### src/rtl/ahb_pkg.sv
// Shared AHB encodings, FSM state type and bus widths for the AHB slave interface.
// Contents:
//   AhbAddrBits / AhbDataBits  bus widths
//   htrans_e, hsize_e, hresp_e AHB field encodings
//   state_e                    slave FSM states
//   xfer_bad()                 misaligned or unsupported-size check
package ahb_pkg;

  localparam int unsigned AhbAddrBits = 32;
  localparam int unsigned AhbDataBits = 32;
  localparam int unsigned AhbStrbBits = AhbDataBits / 8;

  typedef enum logic [1:0] {
    TransIdle   = 2'b00,
    TransBusy   = 2'b01,
    TransNonseq = 2'b10,
    TransSeq    = 2'b11
  } htrans_e;

  typedef enum logic [2:0] {
    SizeByte = 3'b000,
    SizeHalf = 3'b001,
    SizeWord = 3'b010
  } hsize_e;

  typedef enum logic {
    RespOkay  = 1'b0,
    RespError = 1'b1
  } hresp_e;

  typedef enum logic [1:0] {
    StIdle   = 2'b00,
    StAccess = 2'b01,
    StErr1   = 2'b10,
    StErr2   = 2'b11
  } state_e;

  // A transfer is refused when it is wider than a word or not naturally aligned.
  function automatic logic xfer_bad(input logic [2:0] size, input logic [1:0] off);
    logic bad;
    bad = 1'b0;
    if (size > SizeWord) begin
      bad = 1'b1;
    end else if (size == SizeHalf) begin
      bad = off[0];
    end else if (size == SizeWord) begin
      bad = (off != 2'b00);
    end
    return bad;
  endfunction

endpackage

### src/rtl/ahb_wstrb_gen.sv
// Byte-lane strobe generator: maps HSIZE and the low address bits to a 4-bit lane mask.
// Ports:
//   size   - HSIZE encoding (byte/half/word; larger sizes give no lanes)
//   offset - byte offset within the word (HADDR[1:0])
//   wstrb  - active byte lanes
module ahb_wstrb_gen
  import ahb_pkg::*;
(
  input  logic [2:0]             size,
  input  logic [1:0]             offset,
  output logic [AhbStrbBits-1:0] wstrb
);

  always_comb begin
    wstrb = '0;
    case (size)
      SizeByte: wstrb = 4'b0001 << offset;
      SizeHalf: wstrb = 4'b0011 << offset;
      SizeWord: wstrb = 4'b1111;
      default:  wstrb = '0;
    endcase
  end

endmodule

### src/rtl/ahb_slave_if.sv
// AHB-Lite slave front end that turns bus transfers into single back-end requests.
// Ports:
//   HCLK, HRESET                 clock, synchronous active-high reset
//   HSEL, HADDR, HTRANS, HWRITE,
//   HSIZE, HREADY                address phase
//   HWDATA                       write data (data phase)
//   HREADYOUT, HRESP, HRDATA     data-phase response
//   mem_req, mem_we, mem_addr,
//   mem_wdata, mem_wstrb         back-end request, held until mem_ack
//   mem_ack, mem_rdata           back-end single-cycle completion and read data
// Parameter TIMEOUT: ACCESS cycles allowed without mem_ack before an ERROR response.
module ahb_slave_if
  import ahb_pkg::*;
#(
  parameter int unsigned TIMEOUT = 16
) (
  input  logic                   HCLK,
  input  logic                   HRESET,
  input  logic                   HSEL,
  input  logic [AhbAddrBits-1:0] HADDR,
  input  logic [1:0]             HTRANS,
  input  logic                   HWRITE,
  input  logic [2:0]             HSIZE,
  input  logic [AhbDataBits-1:0] HWDATA,
  input  logic                   HREADY,
  output logic                   HREADYOUT,
  output logic                   HRESP,
  output logic [AhbDataBits-1:0] HRDATA,
  output logic                   mem_req,
  output logic                   mem_we,
  output logic [AhbAddrBits-1:0] mem_addr,
  output logic [AhbDataBits-1:0] mem_wdata,
  output logic [AhbStrbBits-1:0] mem_wstrb,
  input  logic                   mem_ack,
  input  logic [AhbDataBits-1:0] mem_rdata
);

  localparam int unsigned CntW = (TIMEOUT > 1) ? $clog2(TIMEOUT) : 1;
  localparam logic [CntW-1:0] CntLast = CntW'(TIMEOUT - 1);

  state_e                 state_q, state_d;
  logic [CntW-1:0]        cnt_q, cnt_d;
  logic [AhbAddrBits-1:0] addr_q, addr_d;
  logic                   we_q, we_d;
  logic [AhbStrbBits-1:0] wstrb_q, wstrb_d;
  logic [AhbDataBits-1:0] rdata_q, rdata_d;

  logic                   capture;
  logic                   take;
  logic [AhbStrbBits-1:0] strb_new;

  ahb_wstrb_gen u_wstrb_gen (
    .size   (HSIZE),
    .offset (HADDR[1:0]),
    .wstrb  (strb_new)
  );

  // Only NONSEQ/SEQ count; IDLE and BUSY get the default zero-wait OKAY.
  assign capture = HSEL & HREADY & ((HTRANS == TransNonseq) | (HTRANS == TransSeq));

  always_comb begin
    state_d   = state_q;
    cnt_d     = cnt_q;
    addr_d    = addr_q;
    we_d      = we_q;
    wstrb_d   = wstrb_q;
    rdata_d   = rdata_q;
    take      = 1'b0;
    mem_req   = 1'b0;
    HREADYOUT = 1'b1;
    HRESP     = RespOkay;

    unique case (state_q)
      StIdle: begin
        take = 1'b1;
      end
      StAccess: begin
        mem_req   = 1'b1;
        HREADYOUT = mem_ack;
        if (mem_ack) begin
          state_d = StIdle;
          take    = 1'b1;
          if (!we_q) begin
            rdata_d = mem_rdata;
          end
        end else if (cnt_q == CntLast) begin
          // Back end never answered: abandon and report ERROR.
          state_d = StErr1;
        end else begin
          cnt_d = cnt_q + CntW'(1);
        end
      end
      StErr1: begin
        HREADYOUT = 1'b0;
        HRESP     = RespError;
        state_d   = StErr2;
      end
      StErr2: begin
        HRESP   = RespError;
        state_d = StIdle;
        take    = 1'b1;
      end
      default: begin
        state_d = StIdle;
      end
    endcase

    // Address phase can overlap the last cycle of the previous data phase.
    if (take && capture) begin
      if (xfer_bad(HSIZE, HADDR[1:0])) begin
        state_d = StErr1;
      end else begin
        state_d = StAccess;
        cnt_d   = '0;
        addr_d  = HADDR;
        we_d    = HWRITE;
        wstrb_d = strb_new;
      end
    end
  end

  always_ff @(posedge HCLK) begin
    if (HRESET) begin
      state_q <= StIdle;
      cnt_q   <= '0;
      addr_q  <= '0;
      we_q    <= 1'b0;
      wstrb_q <= '0;
      rdata_q <= '0;
    end else begin
      state_q <= state_d;
      cnt_q   <= cnt_d;
      addr_q  <= addr_d;
      we_q    <= we_d;
      wstrb_q <= wstrb_d;
      rdata_q <= rdata_d;
    end
  end

  // Read data passes through on the ack cycle and is held afterwards.
  assign HRDATA    = rdata_d;
  assign mem_addr  = addr_q;
  assign mem_we    = we_q;
  assign mem_wstrb = wstrb_q;
  assign mem_wdata = HWDATA;

endmodule

### config.mk
export PLATFORM = sky130hd
export DESIGN_NAME = ahb_slave_if
export DESIGN_NICKNAME = d
export VERILOG_FILES = /design/src/rtl/ahb_pkg.sv /design/src/rtl/ahb_wstrb_gen.sv /design/src/rtl/ahb_slave_if.sv
export SDC_FILE = /design/constraint.sdc
export NUM_CORES = 1
export LEC_CHECK = 0
export CAP_MARGIN = 20
export CELL_PAD_IN_SITES_DETAIL_PLACEMENT = 1
export CELL_PAD_IN_SITES_GLOBAL_PLACEMENT = 1
export CORE_ASPECT_RATIO = 0.75
export CORE_UTILIZATION = 27
export CTS_BUF_LIST = sky130_fd_sc_hd__clkbuf_4
export CTS_CLUSTER_DIAMETER = 50
export DETAILED_ROUTE_END_ITERATION = 10
export PLACE_DENSITY = 0.86
export SLEW_MARGIN = 25
export SYNTH_ARGS = -nofsm -noshare
export SYNTH_HDL_FRONTEND = slang
export SYNTH_SLANG_ARGS = --single-unit
export TNS_END_PERCENT = 5
### constraint.sdc
create_clock -name HCLK -period 2.3 [get_ports HCLK]
set_input_delay 0.345 -clock HCLK [delete_from_list [all_inputs] [get_ports HCLK]]
set_output_delay 0.345 -clock HCLK [all_outputs]
set_load 0.02 [all_outputs]
; Word-level counts from Yosys, hierarchy flattened
; Index checks and enable logic that the tools add are counted.
[word_totals]
reg_bits = 75
output_inout_bits = 104
word_cells = 55
[op_classes]
addsub = 1
n_lt_le_gt_ge = 1
n_eq_ne = 9
shift = 2
mux = 23
bitwise_logic = 4
reduce_logical = 9
[op_table]
columns = operator, n
row1 = $mux 32, 3
row2 = $mux 4, 5
row3 = $pmux 4 s3, 1
row4 = $eq 2x2->1 const B, 4
row5 = $mux 2, 4
row6 = $mux 1, 7
row7 = $pmux 2 s3, 1
row8 = $add 4x1->4 const B, 1
row9 = $eq 4x4->1 const B, 1
row10 = $ne 4x4->1 const B, 1
row11 = $pmux 1 s2, 2
row12 = $reduce_and 2->1, 2
row13 = $reduce_bool 4->1, 1
row14 = $reduce_or 2->1, 2
row15 = $shl 1x2->4 const A, 1
row16 = $shl 2x2->4 const A, 1
row17 = $eq 3x1->1 const B, 1
row18 = $eq 3x2->1 const B, 1
row19 = $gt 3x2->1 const B, 1
row20 = $logic_not 3->1, 1
row21 = $and 1x1->1, 2
row22 = $eq 2x1->1 const B, 1
row23 = $logic_not 2->1, 1
row24 = $reduce_bool 2->1, 1
row25 = other kinds (3), 3

; Depth between registers and ports, before layout
; Gate-level depths: netlist (run 1).
[depth]
word_depth = 7
depth_mapped = 8
mapped_depth_nobuf = 6

; Modules after synthesis
; Synthesis (run 1) repeated with hierarchy kept, for this count alone.
[hier_totals]
hier_cells = 354
area_unflattened_um2 = 3266.9
[by_module_without_submodules]
columns = mod, n_inst, cells_each, area_each_um2, seq_area_each_um2
row1 = ahb_slave_if, 1, 342, 3189.3, 1501.4
row2 = ahb_wstrb_gen, 1, 12, 77.6, 0.0

; Least setup slack after synthesis (run 1)
; No wires, ideal clock.
[synth_timing]
path_kind = register to output
startpoint = register state_q[1]
endpoint = output HRDATA[10]
t_arrival_ns = 1.627
required_time_ns = 1.955
setup_slack_ns = 0.328
stages_incl_launch_ff = 8
path_buffers = 2
cell_sequence = dfxtp_1 inv_1 ha_1 nand2_1 or2_1 buf_2 buf_6 mux2_4
[synth_between]
elab_chain_cells = 2
[synth_rtl]
columns = element, line_no
row1 = "start, declared", ahb_slave_if.sv:41  ; state_e state_q, state_d;
row2 = "start signal, assigned", ahb_slave_if.sv:124  ; state_q <= StIdle;
row3 = "start signal, assigned", ahb_slave_if.sv:131  ; state_q <= state_d;
row4 = $eq 2x1->1, ahb_slave_if.sv:73  ; unique case (state_q)
row5 = $mux 32, ahb_slave_if.sv:73
row6 = "end, declared", ahb_slave_if.sv:28  ; output logic [AhbDataBits-1:0] HRDATA,
; No other way between the ends.

; Worst setup path in the final report (run 1)
[layout_timing]
startpoint = register state_q[0]
endpoint = output HRDATA[4]
; Same word-level chain as after synthesis.

==> results.toml, run 1 <==
[clock_network]
h-tree-depth = 3
cts_root_buf = "sky130_fd_sc_hd__clkbuf_4"
clk_transition_reported_paths_ns = 0.13
clock-sinks = 75
cts_hold_buffers = 0
tritoncts_clock_tree = "yes"
insertion_delay_ns = 0.42
cts_made_buffers = 9
cts.path.max_buffers = 2

[finish]
layout.cells.non_filler = 644
final_layout_size_suffix_gt1_share_pct = 23.4
antennaDiodeCount = 0
num-nets-final = 584
fillCellCount = 1412
design_area_um2 = 5110
layout-area-overhead-vs-synth_pct = 46.2

[hold_path]
hold_class = "in2reg"

[setup_path]
critical_path.n_buffers_inverters = 2
critical_path.cell_chain = "ha_4 -> nand2_4 -> or2_4 -> buf_12 -> mux2_4 -> buf_2"
timing.reg2reg.setup_slack_ns = 0.23
critical-path-max-stage-delay_ns = 0.39
critPathCapture = "HRDATA[4]"
timing.critical_path.from_type = "flop"
worstPathRequired_ns = 1.96
worst_setup_path_end_kind = "output port"
cp_num_cells = 6
worst_case_reg_to_reg_path_depth = 8
cp.arrival_ns = 1.92
rr_startpoint = "state_q[0]"
r2r_end = "mem_addr[25]"
worst-path-max-fanout = 11
critical_path.slowest_cell = "sky130_fd_sc_hd__dfxtp_4"
critical_path.top_delay_family = "flip-flops"
crit_type = "reg2out"
crit_start = "state_q[0]"

[yosys]
yosys_most_used_dff = "sky130_fd_sc_hd__dfxtp_1"
synthCells = 360
synth_enable_flop_cells = 0
yosys_warnings = 0
ys_ff_latch = 75
yosysSeqAreaShare_pct = 42.9
synth.lib_cells_used.distinct = 42
synth_async_sr_flop_share_pct = 0
syn_area_per_cell_um2 = 9.71
syn_area_um2 = 3500
net_count_after_synthesis = 471

[grt]
pin_count_of_the_biggest_net_entering_global_routing = 45
wire_length_of_the_first_global_routing_pass_um = 16600
total_grt_usage_pct = 16.0
grt_overflow = 0
antenna_found_initial = 0
first_global_vias = 3280

[placed_design]
finalWeightedCongestion = 0.704
buffer_ports.inserted = 145
dpl_cell_area_um2 = 4920
dp_slack_ns = -0.367
place_inst = 626
hpwl_um = 7600

[timing]
final_min_period_over_clock_period_pct = 98.6
rsz0062_at_grt = "true"
fin_hold_ws_ns = 0.467
fin_ws_ns = 0.0324
max_slew.worst_pin.slew_ns = 0.854
timing.fmax_mhz = 441
hold_violations = 0
max-slew-margin-rel_pct = 43.1
final-setup-viol-count = 0
finalCriticalPeriod_ns = 2.27
timing_max_transition_violations_final = 0
finalClockSkew_ns = 0.0107

[power_and_ir_drop]
finalPower_mw = 3.71
total_leakage_power_nw = 2.01
vdd.ir_drop.worst_mv = 0.337
power_density_nw_per_um2 = 726

[drt]
number_of_optimization_iterations_in_the_first_detailed_route_pass = 4
drt-initial-drc-count = 89
routed_wirelength_um = 10400
drt-wirelength-per-cell_um = 16.2
vias_per_cell = 4.70
postRouteAntennaNets = 0
vias = 3030
drcViolationCount = 0

[floorplanning]
top_level_ports = 211
core_region_area_um2 = 12400
floorplan.die_area_um2 = 13400
dieWidth_um = 133
die_y_um = 101
initial_core_util_pct = 28.1
std_cell_rows = 35

[status]
run_status = "completed"

[flow_run]
maxCapViolations = 0
## flip-flops by register name, summed over array words and instances, names as in the netlist
register   count
mem_we         1
mem_wstrb      4
cnt_q          4
mem_addr      32
state_q        2
rdata_q       32
## synth_stat cells, types with 2 or more instances
library cell | n | area share [%]
sky130_fd_sc_hd__buf_4 | 35 | 7.5
sky130_fd_sc_hd__clkbuf_2 | 3 | 0.43
sky130_fd_sc_hd__mux2_2 | 2 | 0.64
sky130_fd_sc_hd__clkbuf_1 | 14 | 1.5
sky130_fd_sc_hd__nor2_1 | 3 | 0.32
sky130_fd_sc_hd__a311oi_1 | 3 | 0.75
sky130_fd_sc_hd__o21a_1 | 2 | 0.43
sky130_fd_sc_hd__nand3_1 | 36 | 5.2
sky130_fd_sc_hd__buf_6 | 5 | 1.6
sky130_fd_sc_hd__nand2_1 | 4 | 0.43
sky130_fd_sc_hd__or2_2 | 2 | 0.36
sky130_fd_sc_hd__mux2_4 | 30 | 13
sky130_fd_sc_hd__a21oi_1 | 40 | 5.7
sky130_fd_sc_hd__o21ai_0 | 29 | 4.2
sky130_fd_sc_hd__nor3_1 | 6 | 0.86
sky130_fd_sc_hd__dfxtp_1 | 75 | 43
sky130_fd_sc_hd__inv_1 | 4 | 0.43
sky130_fd_sc_hd__buf_2 | 3 | 0.43
sky130_fd_sc_hd__o21ai_1 | 6 | 0.86
sky130_fd_sc_hd__ha_1 | 4 | 1.4
sky130_fd_sc_hd__nor2b_1 | 33 | 5.9
## layout by cell type (no fill, tap or decap), types with 2 or more instances in the layout
master,count
sky130_fd_sc_hd__clkdlybuf4s50_1,110
sky130_fd_sc_hd__dfxtp_1,73
sky130_fd_sc_hd__a21oi_1,40
sky130_fd_sc_hd__nand3_1,36
sky130_fd_sc_hd__nor2b_1,33
sky130_fd_sc_hd__mux2_4,30
sky130_fd_sc_hd__o21ai_0,29
sky130_fd_sc_hd__buf_6,19
sky130_fd_sc_hd__buf_2,14
sky130_fd_sc_hd__buf_4,11
sky130_fd_sc_hd__clkbuf_4,9
sky130_fd_sc_hd__o21ai_1,6
sky130_fd_sc_hd__nor3_1,5
sky130_fd_sc_hd__buf_12,4
sky130_fd_sc_hd__inv_1,3
sky130_fd_sc_hd__a311oi_1,3
sky130_fd_sc_hd__nand2_1,3
sky130_fd_sc_hd__nor2_1,3
sky130_fd_sc_hd__clkinvlp_4,3
sky130_fd_sc_hd__or2_2,2
sky130_fd_sc_hd__mux2_2,2
sky130_fd_sc_hd__o21a_1,2
sky130_fd_sc_hd__ha_1,2
sky130_fd_sc_hd__clkinv_2,2
sky130_fd_sc_hd__bufinv_16,2
sky130_fd_sc_hd__dlygate4sd2_1,2
## through the flow
step | util, % | TNS [ns]
detailed placement | 39.6 | -11.01
global placement | 39.6 | -10.10
CTS | 40.7 | -0.970
floorplan | - | 0
global route | 41.1 | -1.60
finish | 41.1 | 0
## repair_timing
action,in CTS,in global routing
cloned,1,0
setup endpoints to repair,34,36
buffers inserted,1,0
pin swaps,2,1
gates resized for setup,165,16
## report_power, final
| part | switching (mW) | internal (mW) | total (mW) | leakage [nW] |
|---|---|---|---|---|
| Combinational | 0.639 | 0.707 | 1.35 | 1.33 |
| Clock | 0.481 | 0.436 | 0.917 | 0.0779 |
| Sequential | 0.0445 | 1.40 | 1.45 | 0.607 |
| Total | 1.16 | 2.54 | 3.71 | 2.01 |
## cells by family (layout without fill, tap and decap cells)
family / Yosys count / count (layout) / synth area share (%)
XOR/XNOR: 1 / 1 / 0.251
AO/OA/AOI/OAI: 89 / 89 / 14.1
flip-flops: 75 / 75 / 42.9
AND/OR/NAND/NOR: 94 / 94 / 15.5
adder cells (fa/ha/maj): 4 / 4 / 1.43
buffers and inverters: 64 / 182 / 11.9
multiplexers: 33 / 33 / 13.8
## routing by layer
layer,GRT usage [%],share of wire [%],up-vias
li1,-,-,1450
met1,18.0,43,1459
met2,28.6,50,98
met3,4.47,4.6,23
met4,6.56,2.3,0
met5,0,0,-
## worst register-to-register path, cell delays in order (launching register included)
cell,delay (ns)
sky130_fd_sc_hd__dfxtp_4,0.39
sky130_fd_sc_hd__buf_4,0.11
sky130_fd_sc_hd__inv_1,0.05
sky130_fd_sc_hd__ha_2,0.22
sky130_fd_sc_hd__nand4b_4,0.18
sky130_fd_sc_hd__or3_1,0.43
sky130_fd_sc_hd__buf_4,0.24
sky130_fd_sc_hd__o21ai_0,0.20
sky130_fd_sc_hd__a21oi_1,0.09
## how the worst min path moves through the flow
| stage | start | to | slack (ns) | cells past startpoint |
|---|---|---|---|---|
| floorplan | state_q[1] | state_q[1] | 0.48 | 2 |
| global placement | mem_addr[14] | mem_addr[14] | 0.46 | 2 |
| detailed placement | mem_addr[26] | mem_addr[26] | 0.47 | 2 |
| CTS | HADDR[21] | mem_addr[21] | 0.43 | 3 |
| global route | HADDR[21] | mem_addr[21] | 0.44 | 3 |
| finish | HADDR[21] | mem_addr[21] | 0.47 | 3 |
## final cells by class
cell class	count	area (µm²)	share of cell area (%)
multi-input combinational	221	1610	31.6
tap	166	208	4.06
sequential	75	1510	29.5
inverter	4	15.0	0.294
timing repair buffer	162	1610	31.5
clock buffer	9	67.6	1.32
clock inverter	7	92.6	1.81
Power figures use the tool's default switching activity.
==> run 2, diff against run 1 <==
--- a/config.mk
+++ b/config.mk
@@ -9,13 +9,15 @@
 export CELL_PAD_IN_SITES_DETAIL_PLACEMENT = 1
 export CELL_PAD_IN_SITES_GLOBAL_PLACEMENT = 1
 export CORE_ASPECT_RATIO = 0.75
-export CORE_UTILIZATION = 27
+export CORE_UTILIZATION = 26
 export CTS_BUF_LIST = sky130_fd_sc_hd__clkbuf_4
 export CTS_CLUSTER_DIAMETER = 50
+export CTS_CLUSTER_SIZE = 16
 export DETAILED_ROUTE_END_ITERATION = 10
 export PLACE_DENSITY = 0.86
-export SLEW_MARGIN = 25
+export SLEW_MARGIN = 30
 export SYNTH_ARGS = -nofsm -noshare
 export SYNTH_HDL_FRONTEND = slang
+export SYNTH_HIERARCHICAL = 1
 export SYNTH_SLANG_ARGS = --single-unit
 export TNS_END_PERCENT = 5
==> run 2 against run 1 <==
  * Count of clock-buffer cells in the layout is 1 higher
  * Synthesized cell count is 1.7% lower
  * Setup slack better by 0.048 ns
  * Die area is 2.9% lower
  * Highest routed layer unchanged
==> results.toml, run 2 <==
[status]
run_status = "completed"

[yosys]
syn_area_um2 = 3270
post-synth-top-area-fraction_pct = 46.0
list_of_most_frequent_post_synthesis_cells = "sky130_fd_sc_hd__dfxtp_1 (75), sky130_fd_sc_hd__nand2_1 (75), sky130_fd_sc_hd__a21oi_1 (42)"
syn_area_per_cell_um2 = 9.23
dominant_cell_type_by_area_after_synthesis = "sky130_fd_sc_hd__dfxtp_1"
synth.lib_cells_used.distinct = 43
synth_enable_flop_cells = 0
yosys_most_used_dff = "sky130_fd_sc_hd__dfxtp_1"
net_count_after_synthesis = 465
yosysSeqAreaShare_pct = 46.0
ys_ff_latch = 75
synth_async_sr_flop_share_pct = 0
post_synth_main_area_contributors = "sky130_fd_sc_hd__dfxtp_1 (46%), sky130_fd_sc_hd__mux2_2 (11%), sky130_fd_sc_hd__nand2_1 (8.6%), sky130_fd_sc_hd__buf_4 (7.4%), sky130_fd_sc_hd__a21oi_1 (6.4%)"
synthCells = 354
yosys_warnings = 6

[clock_network]
clk_transition_reported_paths_ns = 0.13
clock-sinks = 75
cts_hold_buffers = 0
cts_root_buf = "sky130_fd_sc_hd__clkbuf_4"
cts.path.max_buffers = 2
insertion_delay_ns = 0.42
h-tree-depth = 3
cts_made_buffers = 9
tritoncts_clock_tree = "yes"

[setup_path]
crit_type = "reg2out"
timing.critical_path.from_type = "flop"
timing.reg2reg.setup_slack_ns = 0.17
worst-path-max-fanout = 8
worst_setup_path_end_kind = "output port"
cp.arrival_ns = 1.88
worstPathRequired_ns = 1.96

[power_and_ir_drop]
p_sw_share_pct = 28.3
total_leakage_power_nw = 2.11
netSwitchingPower_mw = 1.10
combPwrFrac_pct = 34.1
vdd.ir_drop.worst_mv = 0.375
p_int_mw = 2.77
power_density_nw_per_um2 = 745
sequentialPowerShare_pct = 36.6
clock_power_share_pct = 29.3

[floorplanning]
dieWidth_um = 131
floorplan.die_area_um2 = 13000
initial_core_util_pct = 26.6
std_cell_rows = 35
core_region_area_um2 = 12300
die_y_um = 99.1
top_level_ports = 211

[finish]
most_common_library_cell_in_the_layout_ignoring_fill_and_taps = "sky130_fd_sc_hd__clkdlybuf4s50_1"
layout-area-overhead-vs-synth_pct = 59.0
antennaDiodeCount = 0
design_area_um2 = 5190
most_frequent_cells_in_the_layout = "sky130_fd_sc_hd__clkdlybuf4s50_1 (110), sky130_fd_sc_hd__nand2_1 (75), sky130_fd_sc_hd__dfxtp_1 (73), sky130_fd_sc_hd__a21oi_1 (42), sky130_fd_sc_hd__buf_6 (35)"
num-nets-final = 593
fillCellCount = 1377
final_layout_size_suffix_gt1_share_pct = 23.2

[drt]
drt-wirelength-per-cell_um = 15.6
vias = 2904
number_of_optimization_iterations_in_the_first_detailed_route_pass = 4
postRouteAntennaNets = 0
vias_per_cell = 4.45
drcViolationCount = 0
drt-initial-drc-count = 79
routed_wirelength_um = 10200

[timing]
timing.setup.tns_ns = 0
hold_violations = 0
max_slew.worst_pin.slew_ns = 0.400
fin_hold_ws_ns = 0.243
finalClockSkew_ns = 0.0108
rsz0062_at_grt = "true"
timing.fmax_mhz = 450
final_min_period_over_clock_period_pct = 96.5
final-setup-viol-count = 0
max-slew-margin-rel_pct = 73.3
finalCriticalPeriod_ns = 2.22
timing_max_transition_violations_final = 0

[placed_design]
finalWeightedCongestion = 0.766
buffer_ports.inserted = 145
dpl_cell_area_um2 = 4700
hpwl_um = 7130

[grt]
total_grt_usage_pct = 15.1
grt_overflow = 0
antenna_found_initial = 0
wire_length_of_the_first_global_routing_pass_um = 15400
pin_count_of_the_biggest_net_entering_global_routing = 34
first_global_vias = 3046

[hold_path]
hold_class = "in2reg"

[flow_run]
maxCapViolations = 0
run 2: through the flow:
| step | setup WS, ns | power [mW] | cells | util, % |
|---|---|---|---|---|
| after floorplan | 0.292 | 2.09 | 354 | - |
| after global placement | -0.172 | 2.49 | 629 | 38.3 |
| after detailed placement | -0.176 | 2.54 | 629 | 38.3 |
| after CTS | -0.154 | 3.65 | 648 | 39.2 |
| after global routing | -0.0303 | 4.07 | 653 | 42.4 |
| final | 0.0799 | 3.87 | 653 | 42.4 |
run 2: logic make-up (layout without fill, tap and decap cells):
family / Yosys count / after routing / synth area share (%)
adders and majority gates: 4 / 4 / 1.53
buffers and inverters: 59 / 192 / 11.6
and+or+nand+nor: 126 / 126 / 18.5
DFF: 75 / 75 / 46.0
xor gates and xnor gates: 1 / 1 / 0.268
muxes: 33 / 33 / 11.3
AOI/OAI and AO/OA: 56 / 56 / 10.7
run 2: routing by layer:
metal / global-route usage, % / wire length [µm] / part of all wire, % / vias up
li1: - / - / - / 1394
met1: 17.1 / 4380 / 43 / 1404
met2: 26.5 / 5170 / 51 / 88
met3: 4.73 / 472 / 4.6 / 18
met4: 5.99 / 161 / 1.6 / 0
met5: 0 / 0 / 0 / -
run 2: area by class of cell:
| class | instances | area [µm²] | area share [%] |
|---|---|---|---|
| timing repair buffer | 168 | 1730 | 33.3 |
| sequential | 75 | 1500 | 29.0 |
| inverter | 8 | 30.0 | 0.578 |
| tap | 166 | 208 | 4.00 |
| clock inverter | 6 | 128 | 2.46 |
| clock buffer | 10 | 75.1 | 1.45 |
| multi-input combinational | 220 | 1520 | 29.2 |
run 2: power by group through the flow:
| stage | clock (mW) | combinational, mW | sequential (mW) |
|---|---|---|---|
| global route | 1.24 | 1.41 | 1.42 |
| detailed placement | 0 | 1.10 | 1.44 |
| CTS | 1.19 | 1.05 | 1.41 |
| floorplan | 0 | 0.642 | 1.45 |
| finish | 1.13 | 1.32 | 1.42 |
| global placement | 0 | 1.05 | 1.43 |
run 2: worst max-delay path, cell delays in order, from the launching register on:
cell and delay (ns):
sky130_fd_sc_hd__dfxtp_2 0.36, sky130_fd_sc_hd__inv_2 0.05, sky130_fd_sc_hd__ha_4 0.15, sky130_fd_sc_hd__nand3b_1 0.12, sky130_fd_sc_hd__buf_6 0.14, sky130_fd_sc_hd__clkbuf_16 0.17, sky130_fd_sc_hd__mux2_4 0.32, sky130_fd_sc_hd__buf_6 0.13
run 2: path summary, 6_finish.rpt:
path                startpoint            to  cells after the start
hold reg to reg   mem_addr[12]  mem_addr[12]                      2
setup reg to reg    state_q[0]    state_q[0]                      7
setup / recovery    state_q[1]    HRDATA[29]                      7
hold / removal          HRESET   mem_addr[2]                      2
run 2: repair_timing:
action,4_1_cts,5_1_grt
pin swaps,0,1
setup buffers,2,3
gates resized for setup,141,96
endpoints found under the setup margin,34,37
gates cloned,1,2
